==> config.mk <==
export PLATFORM = sky130hd
export DESIGN_NAME = carry_chain_counter
export DESIGN_NICKNAME = d
export VERILOG_FILES = /design/src/rtl/carry_chain_counter_pkg.sv /design/src/rtl/adder_carry.sv /design/src/rtl/carry_chain_incdec.sv /design/src/rtl/carry_chain_counter.sv
export SDC_FILE = /design/constraint.sdc
export NUM_CORES = 1
export LEC_CHECK = 0
export ABC_AREA = 0
export ABC_CLOCK_PERIOD_IN_PS = 14000
export CORE_MARGIN = 1
export CORE_UTILIZATION = 46
export DETAILED_ROUTE_END_ITERATION = 8
export HOLD_SLACK_MARGIN = 0.02
export PLACE_DENSITY_LB_ADDON = 0.05
export SLEW_MARGIN = 15
export SYNTH_ARGS = -nofsm -noshare
export SYNTH_HDL_FRONTEND = slang
export SYNTH_SLANG_ARGS = --single-unit
==> constraint.sdc <==
create_clock -name C -period 14 [get_ports C]
set_clock_uncertainty 0.05 [all_clocks]
set_input_delay 4.2 -clock C [delete_from_list [all_inputs] [get_ports C]]
set_output_delay 4.2 -clock C [all_outputs]
set_load 0.01 [all_outputs]
==> src/rtl/carry_chain_counter_pkg.sv <==
// Shared definitions for the carry-chain counter.
// Boundary-mode encodings and control-priority decoding.
package carry_chain_counter_pkg;

    localparam bit SATURATE_WRAP = 1'b0;
    localparam bit SATURATE_HOLD = 1'b1;

    typedef enum logic [1:0] {
        OP_HOLD,
        OP_CLEAR,
        OP_LOAD,
        OP_COUNT
    } op_e;

    // Clear beats load beats count; lower-priority inputs are never looked at
    function automatic op_e decode_op(
        input logic clr,
        input logic l,
        input logic e
    );
        if (clr) begin
            return OP_CLEAR;
        end else if (l) begin
            return OP_LOAD;
        end else if (e) begin
            return OP_COUNT;
        end else begin
            return OP_HOLD;
        end
    endfunction

endpackage

==> src/rtl/adder_carry.sv <==
// Single carry-chain cell: propagate/generate full-adder slice.
// sumout = p ^ cin, cout = p ? cin : g.
module adder_carry (
    input  logic p,
    input  logic g,
    input  logic cin,
    output logic sumout,
    output logic cout
);

    assign sumout = p ^ cin;
    assign cout   = p ? cin : g;

endmodule

==> src/rtl/carry_chain_incdec.sv <==
// Ripple incrementer/decrementer built from adder_carry cells, LSB first.
// cout is the MSB carry; it marks all-ones going up and non-zero going down.
module carry_chain_incdec #(
    parameter int WIDTH = 8
) (
    input  logic             up,
    input  logic [WIDTH-1:0] q,
    output logic [WIDTH-1:0] sum,
    output logic             cout
);

    logic [WIDTH:0] carry;

    // Increment adds 1 through cin; decrement adds all-ones with cin=0
    assign carry[0] = up;

    for (genvar i = 0; i < WIDTH; i++) begin : g_bit
        adder_carry u_cell (
            .p      (up ? q[i] : ~q[i]),
            .g      (~up & q[i]),
            .cin    (carry[i]),
            .sumout (sum[i]),
            .cout   (carry[i+1])
        );
    end

    assign cout = carry[WIDTH];

endmodule

==> src/rtl/carry_chain_counter.sv <==
// Up/down counter mapped onto the carry chain, with load, clear,
// wrap/saturate boundary handling, terminal count and sticky overflow.
module carry_chain_counter
    import carry_chain_counter_pkg::*;
#(
    parameter int             WIDTH    = 8,
    parameter logic [WIDTH-1:0] RST_VAL = '0,
    parameter bit             SATURATE = SATURATE_WRAP
) (
    input  logic             C,
    input  logic             R,
    input  logic             CLR,
    input  logic             L,
    input  logic [WIDTH-1:0] D,
    input  logic             E,
    input  logic             UP,
    output logic [WIDTH-1:0] Q,
    output logic             TC,
    output logic             OV
);

    logic [WIDTH-1:0] sum;
    logic             cout;
    logic             boundary;
    op_e              op;

    carry_chain_incdec #(
        .WIDTH (WIDTH)
    ) u_incdec (
        .up   (UP),
        .q    (Q),
        .sum  (sum),
        .cout (cout)
    );

    assign boundary = UP ? cout : ~cout;
    assign op       = decode_op(CLR, L, E);
    assign TC       = (op == OP_COUNT) & boundary;

    always_ff @(posedge C or posedge R) begin
        if (R) begin
            Q  <= RST_VAL;
            OV <= 1'b0;
        end else begin
            unique case (op)
                OP_CLEAR: begin
                    Q  <= RST_VAL;
                    OV <= 1'b0;
                end
                OP_LOAD: begin
                    Q <= D;
                end
                OP_COUNT: begin
                    if (boundary) begin
                        OV <= 1'b1;
                    end
                    // The carry-chain sum already is the wrapped value
                    if (!(boundary && SATURATE == SATURATE_HOLD)) begin
                        Q <= sum;
                    end
                end
                OP_HOLD: begin
                end
            endcase
        end
    end

endmodule
==> summary.txt, run 1 <==
Drt
  – DRC: 0
  – Via density per instance: ~5.3
  – 1st-iter DRT viols: 2
  – Pre-antenna DRT Iters: 4
  – Routed WL per cell: 13.7 um
  – DR vias: 484
  – Antenna Violating Nets Remaining: 0
  – Routed wire length: roughly 1300 um

Power and ir drop
  – Leak: between 0.3 and 0.4 nW
  – Worst VDD drop: 54.7 uV
  – PwrDens: 85.8 nW/um^2

Clock tree
  – H-Tree Depth: 1
  – CTS root buffer: clkbuf_4
  – CTS sink count: 9
  – Clock transition at path regs: about 0.060 ns
  – Clock Latency Late Sink: between 0.2 and 0.3 ns
  – Post_cts resized: 0
  – CTS Hold Buffers Added: 0
  – CTS Buf Count: 3
  – Longest Clk Path Bufs: 2
  – Post-CTS setup repair buffer count: 0
  – CTS tree: built

Synthesis
  – Post-synthesis cell type count: 17
  – Net count after synthesis: 75
  – Mapped Area: 653 um^2
  – YS warnings: 0
  – Synthesized area per cell: 12.3 um^2
  – Seq/Total Area, Yosys: 0.345
  – Post-synthesis register bit count: 9
  – Post-Syn Instances: 53

Die
  – Die ar.: roughly 1600 um^2
  – IO Count: 24
  – Initial core utilization: 0.496
  – Core Region: 1320 um^2
  – Rows: 13
  – Horiz. Die Dim: 39.7 um
  – Die outline height: about 40 um

Timing
  – RSZ-0062 raised after global routing: false
  – Max Slew Vio Count: 0
  – Actual slew at the worst max-slew pin: roughly 0.46 ns
  – Setup_tns: 0 ns
  – Hold WS: 0.508 ns
  – Post-route setup slack: 1.22 ns
  – FMAX: just under 0.08 GHz
  – Final Hold Vio Count: 0
  – Final setup viols: 0
  – Final min period: 12.78 ns
  – Final period util: 0.913
  – Slew HR: 0.693

Finish
  – Fill cells: 108
  – Antenna diodes: 0
  – Area grow syn2layout: 38.9%
  – Final #Nets: 100
  – Layout cells sized above 1: 0.0779
  – Post-layout instance count excluding filler cells: slightly above 90
  – Leading cell type in the layout, fill and taps excluded: clkdlybuf4s50_1
  – Commonest cells after routing, fill and taps aside: clkdlybuf4s50_1 (23), dfrtp_1 (9)

Placed design
  – Hpwl dp: approximately 940 um
  – Routability cong.: 0.625
  – Dpl ws: 1.20 ns
  – I/O Buffers: 23
  – Cells after DPL: 88

Setup path
  – CP most frequent cell: fa_1
  – CP max-delay cell: clkdlybuf4s50_1
  – Worst path arrival time: 8.53 ns
  – Setup slack, reg-to-reg: 10.22 ns
  – CP max stage delay: 0.54 ns
  – Critical path class: input port to output port
  – Crit-path cells: clkdlybuf4s50_1 > inv_1 > fa_1 > fa_1 > fa_1 > fa_1 > fa_1 > fa_1 > fa_1 > xor2_1 > nor2_1 > clkdlybuf4s50_1
  – Top delay family on crit path: adder cells
  – Crit path buffers/inverters: 3
  – CP max FO: 8
  – CP required: between 9 and 10 ns
  – Crit. End Element: output port
  – Setup crit start kind: input port

GRT
  – GRT overflow: 0
  – Global-route wire length before repair: 2030 um
  – Antenna violations before repair: 0
  – Gr usage total: 0.203
  – Largest net degree at the start of global routing: 12
  – Vias in the first global route: 466

Hold path
  – Worst hold path class: flip-flop to flip-flop

Run
  – Max Cap Viol: 0

Outcome
  – Status: complete, no violations
kinds of logic after synthesis:
| group | share of synthesized area |
|---|---|
| buffers and inverters | 0.0555 |
| DFF | 0.345 |
| AOI/OAI and AO/OA | 0.109 |
| adders and majority gates | 0.234 |
| muxes | 0.107 |
| xor gates and xnor gates | 0.0268 |
| and+or+nand+nor | 0.123 |
power breakdown:
| group | switching [mW] | internal [mW] | leakage (nW) |
|---|---|---|---|
| sequential | 0.00262 | 0.0284 | 0.117 |
| combinational | 0.0108 | 0.0148 | 0.263 |
| clock | 0.0103 | 0.0110 | 0.0150 |
flip-flops by register name, indices dropped and copies added (netlist names):
name,flops
OV,1
Q,8
final timing paths:
| check | from | end | cells after the start |
|---|---|---|---|
| setup / recovery | UP | TC | 12 |
| hold / removal | OV | OV | 2 |
| setup reg to reg | Q[0] | Q[7] | 9 |
| hold reg to reg | OV | OV | 2 |
| max in group asynchronous | R | OV | 2 |
| min in group asynchronous | R | Q[3] | 2 |
through the flow:
stage	power [mW]	cell area, um^2	utilization
2_1_floorplan	0.0460	653	-
3_3_place_gp	0.0569	881	0.669
3_5_place_dp	0.0574	881	0.669
4_1_cts	0.0783	907	0.689
5_1_grt	0.0830	907	0.689
6_report	0.0778	907	0.689
routing by layer:
metal / part of all wire / GRT usage / up-vias
met5: 0 / 0 / -
met4: 0.0048 / 0.103 / 0
met3: 0.050 / 0.0341 / 2
met2: 0.49 / 0.320 / 18
met1: 0.46 / 0.263 / 233
li1: - / - / 231
tightest hold or removal path, delay by kind of cell (launching register included):
family | cells | cell delay (ns)
flip-flops | 1 | 0.38
AO/OA/AOI/OAI | 1 | 0.08
buffers and inverters | 1 | 0.05
Yosys cell counts:
cell / count / area, um^2
dfrtp_1: 9 / 225
nor2_1: 1 / 3.75
nand3b_1: 1 / 7.51
mux2i_1: 7 / 70.1
ha_1: 1 / 12.5
or3b_4: 1 / 11.3
fa_1: 7 / 140
inv_1: 4 / 15.0
a211oi_1: 7 / 52.6
o211ai_2: 1 / 12.5
buf_2: 2 / 10.0
xor2_1: 1 / 8.76
nor2b_1: 7 / 43.8
or4b_4: 1 / 13.8
buf_6: 1 / 11.3
xnor2_1: 1 / 8.76
o22ai_1: 1 / 6.26
cell type report:
class | instances | area [um^2] | share of cell area
multi-input cells | 37 | 392 | 0.432
repair buffers | 23 | 230 | 0.254
clock buffers | 4 | 26.3 | 0.0290
inverters | 4 | 15.0 | 0.0166
flip-flops and latches | 9 | 225 | 0.248
well taps | 15 | 18.8 | 0.0207
Power figures use the tool's default switching activity.
==> run 2, diff against run 1 <==
GPL_TIMING_DRIVEN = 0   (was not set)
RECOVER_POWER = 50   (was not set)
==> summary.txt, run 2 (same netlist as run 1, synthesis figures left out) <==
Finish
  – Largest register FFs: 8 (unchanged)
  – Leading cell type in the layout, fill and taps excluded: clkdlybuf4s50_1 (unchanged)
  – Area grow syn2layout: 40.8% (was 38.9%)
  – Final design utilization: 0.698 (was 0.689)
  – Commonest cells after routing, fill and taps aside: clkdlybuf4s50_1 (16), dfrtp_1 (9) (was clkdlybuf4s50_1 (23), dfrtp_1 (9))
  – Final #Nets: 102 (was 100)
  – Largest Register: Q (unchanged)
  – Layout cells sized above 1: 0.127 (was 0.0779)
  – Antenna diodes: 0 (unchanged)
  – Biggest regs: Q x8, OV x1 (unchanged)
  – Post-layout instance count excluding filler cells: 94 (was 92)

Die
  – Core Region: 1320 um^2 (unchanged)
  – Horiz. Die Dim: 39.7 um (unchanged)
  – Die ar.: 1570 um^2 (unchanged)
  – IO Count: 24 (unchanged)
  – Die outline height: 39.7 um (unchanged)
  – Initial core utilization: 0.496 (unchanged)
  – Rows: 13 (unchanged)

Clock tree
  – CTS tree: built (unchanged)
  – Longest Clk Path Bufs: 2 (unchanged)
  – H-Tree Depth: 1 (unchanged)
  – CTS root buffer: clkbuf_4 (unchanged)
  – CTS Buf Count: 3 (unchanged)
  – Post_cts resized: 0 (unchanged)
  – Clock Latency Late Sink: 0.27 ns (about the same)
  – CTS sink count: 9 (unchanged)
  – Clock transition at path regs: 0.08 ns (was 0.06 ns)
  – CTS Hold Buffers Added: 0 (unchanged)
  – Post-CTS setup repair buffer count: 0 (unchanged)

Timing
  – FMAX: 0.0784 GHz (was 0.0782 GHz)
  – Actual slew at the worst max-slew pin: 0.409 ns (was 0.459 ns)
  – Setup_tns: 0 ns (unchanged)
  – Max Slew Vio Count: 0 (unchanged)
  – Final min period: 12.76 ns (was 12.78 ns)
  – Final setup viols: 0 (unchanged)
  – Final period util: 0.911 (was 0.913)
  – RSZ-0062 raised after global routing: false (unchanged)
  – Slew HR: 0.727 (was 0.693)
  – Final Hold Vio Count: 0 (unchanged)

GRT
  – Gr usage total: 0.198 (was 0.203)
  – Antenna violations before repair: 0 (unchanged)
  – GRT overflow: 0 (unchanged)
  – Global-route wire length before repair: 2040 um (was 2030 um)
  – Largest net degree at the start of global routing: 11 (was 12)
  – Vias in the first global route: 458 (was 466)

Setup path
  – Worst R2R End: Q[7] (unchanged)
  – Worst reg2reg path depth: 9 (unchanged)
  – RR Startpoint: Q[0] (unchanged)
  – Setup slack, reg-to-reg: 10.24 ns (was 10.22 ns)
  – Critical path class: input port to output port (unchanged)
  – CP max FO: 8 (unchanged)
  – Setup crit start kind: input port (unchanged)
  – Crit. End Element: output port (unchanged)
  – Worst path arrival time: 8.51 ns (was 8.53 ns)
  – CP required: 9.75 ns (about the same)
  – CP Launch Point: UP (unchanged)

Power and ir drop
  – PwrDens: 84.7 nW/um^2 (was 85.8 nW/um^2)
  – Worst VDD drop: 53.3 uV (was 54.7 uV)
  – Tot Pwr: 0.0779 mW (was 0.0778 mW)
  – Leak: 0.418 nW (was 0.394 nW)

Drt
  – Via density per instance: 5.10 (was 5.26)
  – Pre-antenna DRT Iters: 4 (unchanged)
  – Antenna Violating Nets Remaining: 0 (unchanged)
  – Routed WL per cell: 12.7 um (was 13.7 um)
  – 1st-iter DRT viols: 1 (was 2)
  – Routed wire length: 1200 um (was 1260 um)
  – DRC: 0 (unchanged)
  – DR vias: 479 (was 484)

Hold path
  – Worst hold path class: flip-flop to flip-flop (unchanged)
  – WHS Endpoint: OV (unchanged)
  – WHS Path Cells: 2 (unchanged)
  – HP Start: OV (unchanged)

Placed design
  – Hpwl dp: 896 um (was 944 um)
  – Routability cong.: 0.637 (was 0.625)
  – I/O Buffers: 22 (was 23)
  – Cells after DPL: 90 (was 88)

Outcome
  – Status: complete, no violations (unchanged)

Run
  – Max Cap Viol: 0 (unchanged)
-- run 2: cell count changes in the layout (fill, tap and decap cells not counted) --
cell / before / now
dlygate4sd3_1: 0 / 6
buf_2: 0 / 2
clkbuf_1: 1 / 0
clkinv_2: 0 / 1
buf_6: 0 / 1
clkdlybuf4s50_1: 23 / 16
-- run 2: cell type report --
class / count / area, um^2
Multi-Input combinational cell: 37 / 392
Clock inverter: 1 / 5.00
Clock buffer: 3 / 22.5
Buffer: 3 / 21.3
Sequential cell: 9 / 225
Tap cell: 15 / 18.8
Fill cell: 98 / 398
Inverter: 4 / 15.0
Timing Repair Buffer: 22 / 220
-- run 2: stage by stage --
step | setup WS [ns] | hold WS [ns] | instance area, um^2
floorplan | 2.37 | 0.519 | 653
global placement | 1.22 | 0.481 | 892
detailed placement | 1.23 | 0.482 | 892
CTS | 1.22 | 0.494 | 920
global route | 1.01 | 0.522 | 920
finish | 1.24 | 0.492 | 920
-- run 2: worst max-delay path, cell delays in order --
cell and delay, ns:
clkdlybuf4s50_1 0.52, inv_1 0.22, fa_1 0.45, fa_1 0.39
fa_1 0.39, fa_1 0.39, fa_1 0.38, fa_1 0.39
fa_1 0.39, xor2_1 0.17, nor2_1 0.09, clkdlybuf4s50_1 0.53
-- run 2: report_power, final --
group	total, mW	switching (mW)	internal [mW]	leakage [nW]
Sequential	0.0308	0.00242	0.0284	0.117
Combinational	0.0253	0.0109	0.0144	0.283
Clock	0.0218	0.0112	0.0106	0.0177
-- run 2: routing by layer --
layer	vias up	share of wire	GRT usage
li1	235	-	-
met1	225	0.48	0.268
met2	17	0.46	0.311
met3	2	0.051	0.0511
met4	0	0.0075	0.0517
met5	-	0	0
-- run 2: how the worst max path moves through the flow --
stage	endpoint	slack (ns)	depth (start not counted)
final	TC	1.24	12
after global routing	TC	1.01	12
after CTS	TC	1.22	12
after detailed placement	TC	1.23	12
after global placement	TC	1.22	12
after floorplan	TC	2.37	10
==> run 3, diff against run 2 <==
ABC_AREA = 1   (was 0)
CORE_UTILIZATION = 45   (was 46)
CTS_CLUSTER_SIZE = 16   (was not set)
==> summary.txt, run 3 <==
Synthesis
  – Post-synth EDFFs: 0 (unchanged)
  – Post-synthesis register bit count: 9 (unchanged)
  – Synthesized area per cell: 9.71 um^2 (was 12.3 um^2)
  – Post-Syn Instances: 66 (was 53)
  – Synth top cells by count: nand3_1 (24), nand2_1 (13), dfrtp_1 (9) (was dfrtp_1 (9), a211oi_1 (7), fa_1 (7), mux2i_1 (7), nor2b_1 (7))
  – Most instantiated library cell after synthesis: nand3_1 (was dfrtp_1)
  – Post-synthesis cell type count: 13 (was 17)
  – Mapped Area: 641 um^2 (was 653 um^2)
  – Prevailing post-synth register cell: dfrtp_1 (unchanged)
  – Net count after synthesis: 88 (was 75)
  – YS warnings: 0 (unchanged)
  – Ys async rst share: 1.00 (unchanged)
  – Seq/Total Area, Yosys: 0.352 (was 0.345)
  – Synth top area share: 0.352 (was 0.345)
  – Synth area leader: dfrtp_1 (unchanged)
  – Synth top area cells: dfrtp_1 (35%), fa_1 (22%), nand3_1 (19%), nand2_1 (7.6%), nor2_4 (3.5%) (was dfrtp_1 (34%), fa_1 (21%), mux2i_1 (11%), a211oi_1 (8.0%), nor2b_1 (6.7%))

Drt
  – Routed wire length: 1380 um (was 1200 um)
  – Routed WL per cell: 12.7 um (about the same)
  – Antenna Violating Nets Remaining: 0 (unchanged)
  – 1st-iter DRT viols: 5 (was 1)
  – Via density per instance: 4.96 (was 5.10)
  – Pre-antenna DRT Iters: 4 (unchanged)
  – DR vias: 536 (was 479)
  – DRC: 0 (unchanged)

Finish
  – Biggest regs: Q x8, OV x1 (unchanged)
  – Layout cells sized above 1: 0.0968 (was 0.127)
  – Antenna diodes: 0 (unchanged)
  – Leading cell type in the layout, fill and taps excluded: nand3_1 (was clkdlybuf4s50_1)
  – Area grow syn2layout: 43.0% (was 40.8%)
  – Commonest cells after routing, fill and taps aside: nand3_1 (24), clkdlybuf4s50_1 (18), nand2_1 (13), dfrtp_1 (9), fa_1 (7) (was clkdlybuf4s50_1 (16), dfrtp_1 (9))
  – Largest Register: Q (unchanged)
  – Largest register FFs: 8 (unchanged)
  – Final design utilization: 0.695 (was 0.698)
  – Final #Nets: 116 (was 102)

Timing
  – Final setup viols: 0 (unchanged)
  – Final min period: 12.93 ns (was 12.76 ns)
  – Actual slew at the worst max-slew pin: 0.473 ns (was 0.409 ns)
  – Setup_tns: 0 ns (unchanged)
  – RSZ-0062 raised after global routing: false (unchanged)
  – Slew HR: 0.684 (was 0.727)
  – FMAX: 0.0773 GHz (was 0.0784 GHz)
  – Final period util: 0.924 (was 0.911)
  – Max Slew Vio Count: 0 (unchanged)
  – Final Hold Vio Count: 0 (unchanged)

Clock tree
  – CTS Buf Count: 3 (unchanged)
  – H-Tree Depth: 1 (unchanged)
  – CTS sink count: 9 (unchanged)
  – Longest Clk Path Bufs: 2 (unchanged)
  – CTS root buffer: clkbuf_4 (unchanged)
  – Post_cts resized: 0 (unchanged)
  – Post-CTS setup repair buffer count: 0 (unchanged)
  – CTS tree: built (unchanged)
  – CTS Hold Buffers Added: 0 (unchanged)
  – Clock Latency Late Sink: 0.25 ns (was 0.27 ns)
  – Clock transition at path regs: 0.07 ns (was 0.08 ns)

Setup path
  – Top delay family on crit path: adder cells (unchanged)
  – Crit path buffers/inverters: 4 (was 3)
  – Setup crit start kind: input port (unchanged)
  – CP max-delay cell: dlygate4sd3_1 (was clkdlybuf4s50_1)
  – CP Launch Point: UP (unchanged)
  – CP max FO: 9 (was 8)
  – CP max stage delay: 0.59 ns (was 0.53 ns)
  – Crit. End Element: output port (unchanged)
  – Worst path arrival time: 8.68 ns (was 8.51 ns)
  – Crit path capture: TC (unchanged)
  – Crit-path cells: dlygate4sd3_1 > inv_1 > fa_1 > fa_1 > fa_1 > fa_1 > fa_1 > fa_1 > fa_1 > xnor2_1 > nand2_2 > inv_1 > clkdlybuf4s50_1 (was clkdlybuf4s50_1 > inv_1 > fa_1 > fa_1 > fa_1 > fa_1 > fa_1 > fa_1 > fa_1 > xor2_1 > nor2_1 > clkdlybuf4s50_1)
  – WP depth: 13 (was 12)
  – CP required: 9.75 ns (about the same)
  – Worst reg2reg path depth: 10 (was 9)
  – Setup slack, reg-to-reg: 10.35 ns (was 10.24 ns)
  – Critical path class: input port to output port (unchanged)
  – Worst R2R End: OV (was Q[7])
  – CP most frequent cell: fa_1 (unchanged)
  – RR Startpoint: Q[0] (unchanged)

Power and ir drop
  – Switching Share: 0.315 (about the same)
  – Tot Pwr: 0.0770 mW (was 0.0779 mW)
  – P_int: 0.0527 mW (was 0.0534 mW)
  – Logic pwr share: 0.325 (about the same)
  – Flop pwr share: 0.409 (was 0.396)
  – Leak: 0.442 nW (was 0.418 nW)
  – PwrDens: 84.1 nW/um^2 (was 84.7 nW/um^2)
  – Clock power frac: 0.266 (was 0.279)
  – Worst VDD drop: 45.1 uV (was 53.3 uV)
  – Sw power: 0.0243 mW (was 0.0245 mW)

Die
  – Die outline height: 39.7 um (about the same)
  – Horiz. Die Dim: 39.7 um (about the same)
  – Core Region: 1320 um^2 (unchanged)
  – Rows: 13 (unchanged)
  – Die ar.: 1580 um^2 (was 1570 um^2)
  – Initial core utilization: 0.486 (was 0.496)
  – IO Count: 24 (unchanged)

Placed design
  – Routability cong.: 0.679 (was 0.637)
  – I/O Buffers: 23 (was 22)
  – Hpwl dp: 1010 um (was 896 um)

GRT
  – Gr usage total: 0.216 (was 0.198)
  – GRT overflow: 0 (unchanged)
  – Global-route wire length before repair: 2190 um (was 2040 um)
  – Largest net degree at the start of global routing: 10 (was 11)
  – Vias in the first global route: 479 (was 458)
  – Antenna violations before repair: 0 (unchanged)

Run
  – Max Cap Viol: 0 (unchanged)

Hold path
  – Worst hold path class: flip-flop to flip-flop (unchanged)

Outcome
  – Status: complete, no violations (unchanged)
-- run 3: changes by cell type in the layout (fill, tap and decap cells not counted), sizes merged, moves of 2 or more --
cell,delta
mux2i,-7
buf,-3
inv,+2
clkdlybuf4s50,+2
a211oi,-7
nor2b,-7
nor2,+2
nand2,+15
nand3,+24
-- run 3: worst min path at each step --
stage	start	endpoint	slack (ns)	depth (start not counted)
detailed placement	OV	OV	0.42	2
global route	OV	OV	0.46	2
CTS	OV	OV	0.44	2
finish	OV	OV	0.43	2
global placement	OV	OV	0.42	2
floorplan	OV	OV	0.46	2
-- run 3: metrics by stage --
step	worst slack, ns	cell area [um^2]	hold WS (ns)	instances
3_3_place_gp	1.30	890	0.415	104
3_5_place_dp	1.25	890	0.419	104
4_1_cts	1.24	916	0.437	108
5_1_grt	0.891	916	0.457	108
2_1_floorplan	2.48	641	0.463	66
6_report	1.07	916	0.431	108
-- run 3: kinds of logic after synthesis --
group,after synthesis,share of synthesized area
AND/OR/NAND/NOR,42,0.357
flip-flops,9,0.352
XOR/XNOR,1,0.0137
adder cells (fa/ha/maj),8,0.238
buffers and inverters,6,0.0391
-- run 3: final cells by class --
class                      instances  area (um^2)
tap                               15         18.8
sequential                         9          225
inverter                           6         25.0
fill                             109          402
clock buffer                       4         26.3
timing repair buffer              23          230
multi-input combinational         51          390
-- run 3: power groups by stage --
stage	Sequential [mW]	Combinational [mW]	Clock [mW]
2_1_floorplan	0.0331	0.0118	0
3_3_place_gp	0.0319	0.0251	0
3_5_place_dp	0.0321	0.0255	0
4_1_cts	0.0316	0.0258	0.0209
5_1_grt	0.0321	0.0282	0.0223
6_report	0.0315	0.0250	0.0204
-- run 3: layer usage --
metal / track usage / vias to the layer above / part of all wire
li1: - / 274 / -
met1: 0.320 / 244 / 0.50
met2: 0.299 / 16 / 0.44
met3: 0.0511 / 2 / 0.055
met4: 0.0776 / 0 / 0.0094
met5: 0 / - / 0
-- run 3: tightest hold or removal path, stage by stage (launching register included) --
cell and delay, ns:
dfrtp_1 0.34, nand2_1 0.05, nand2_1 0.06
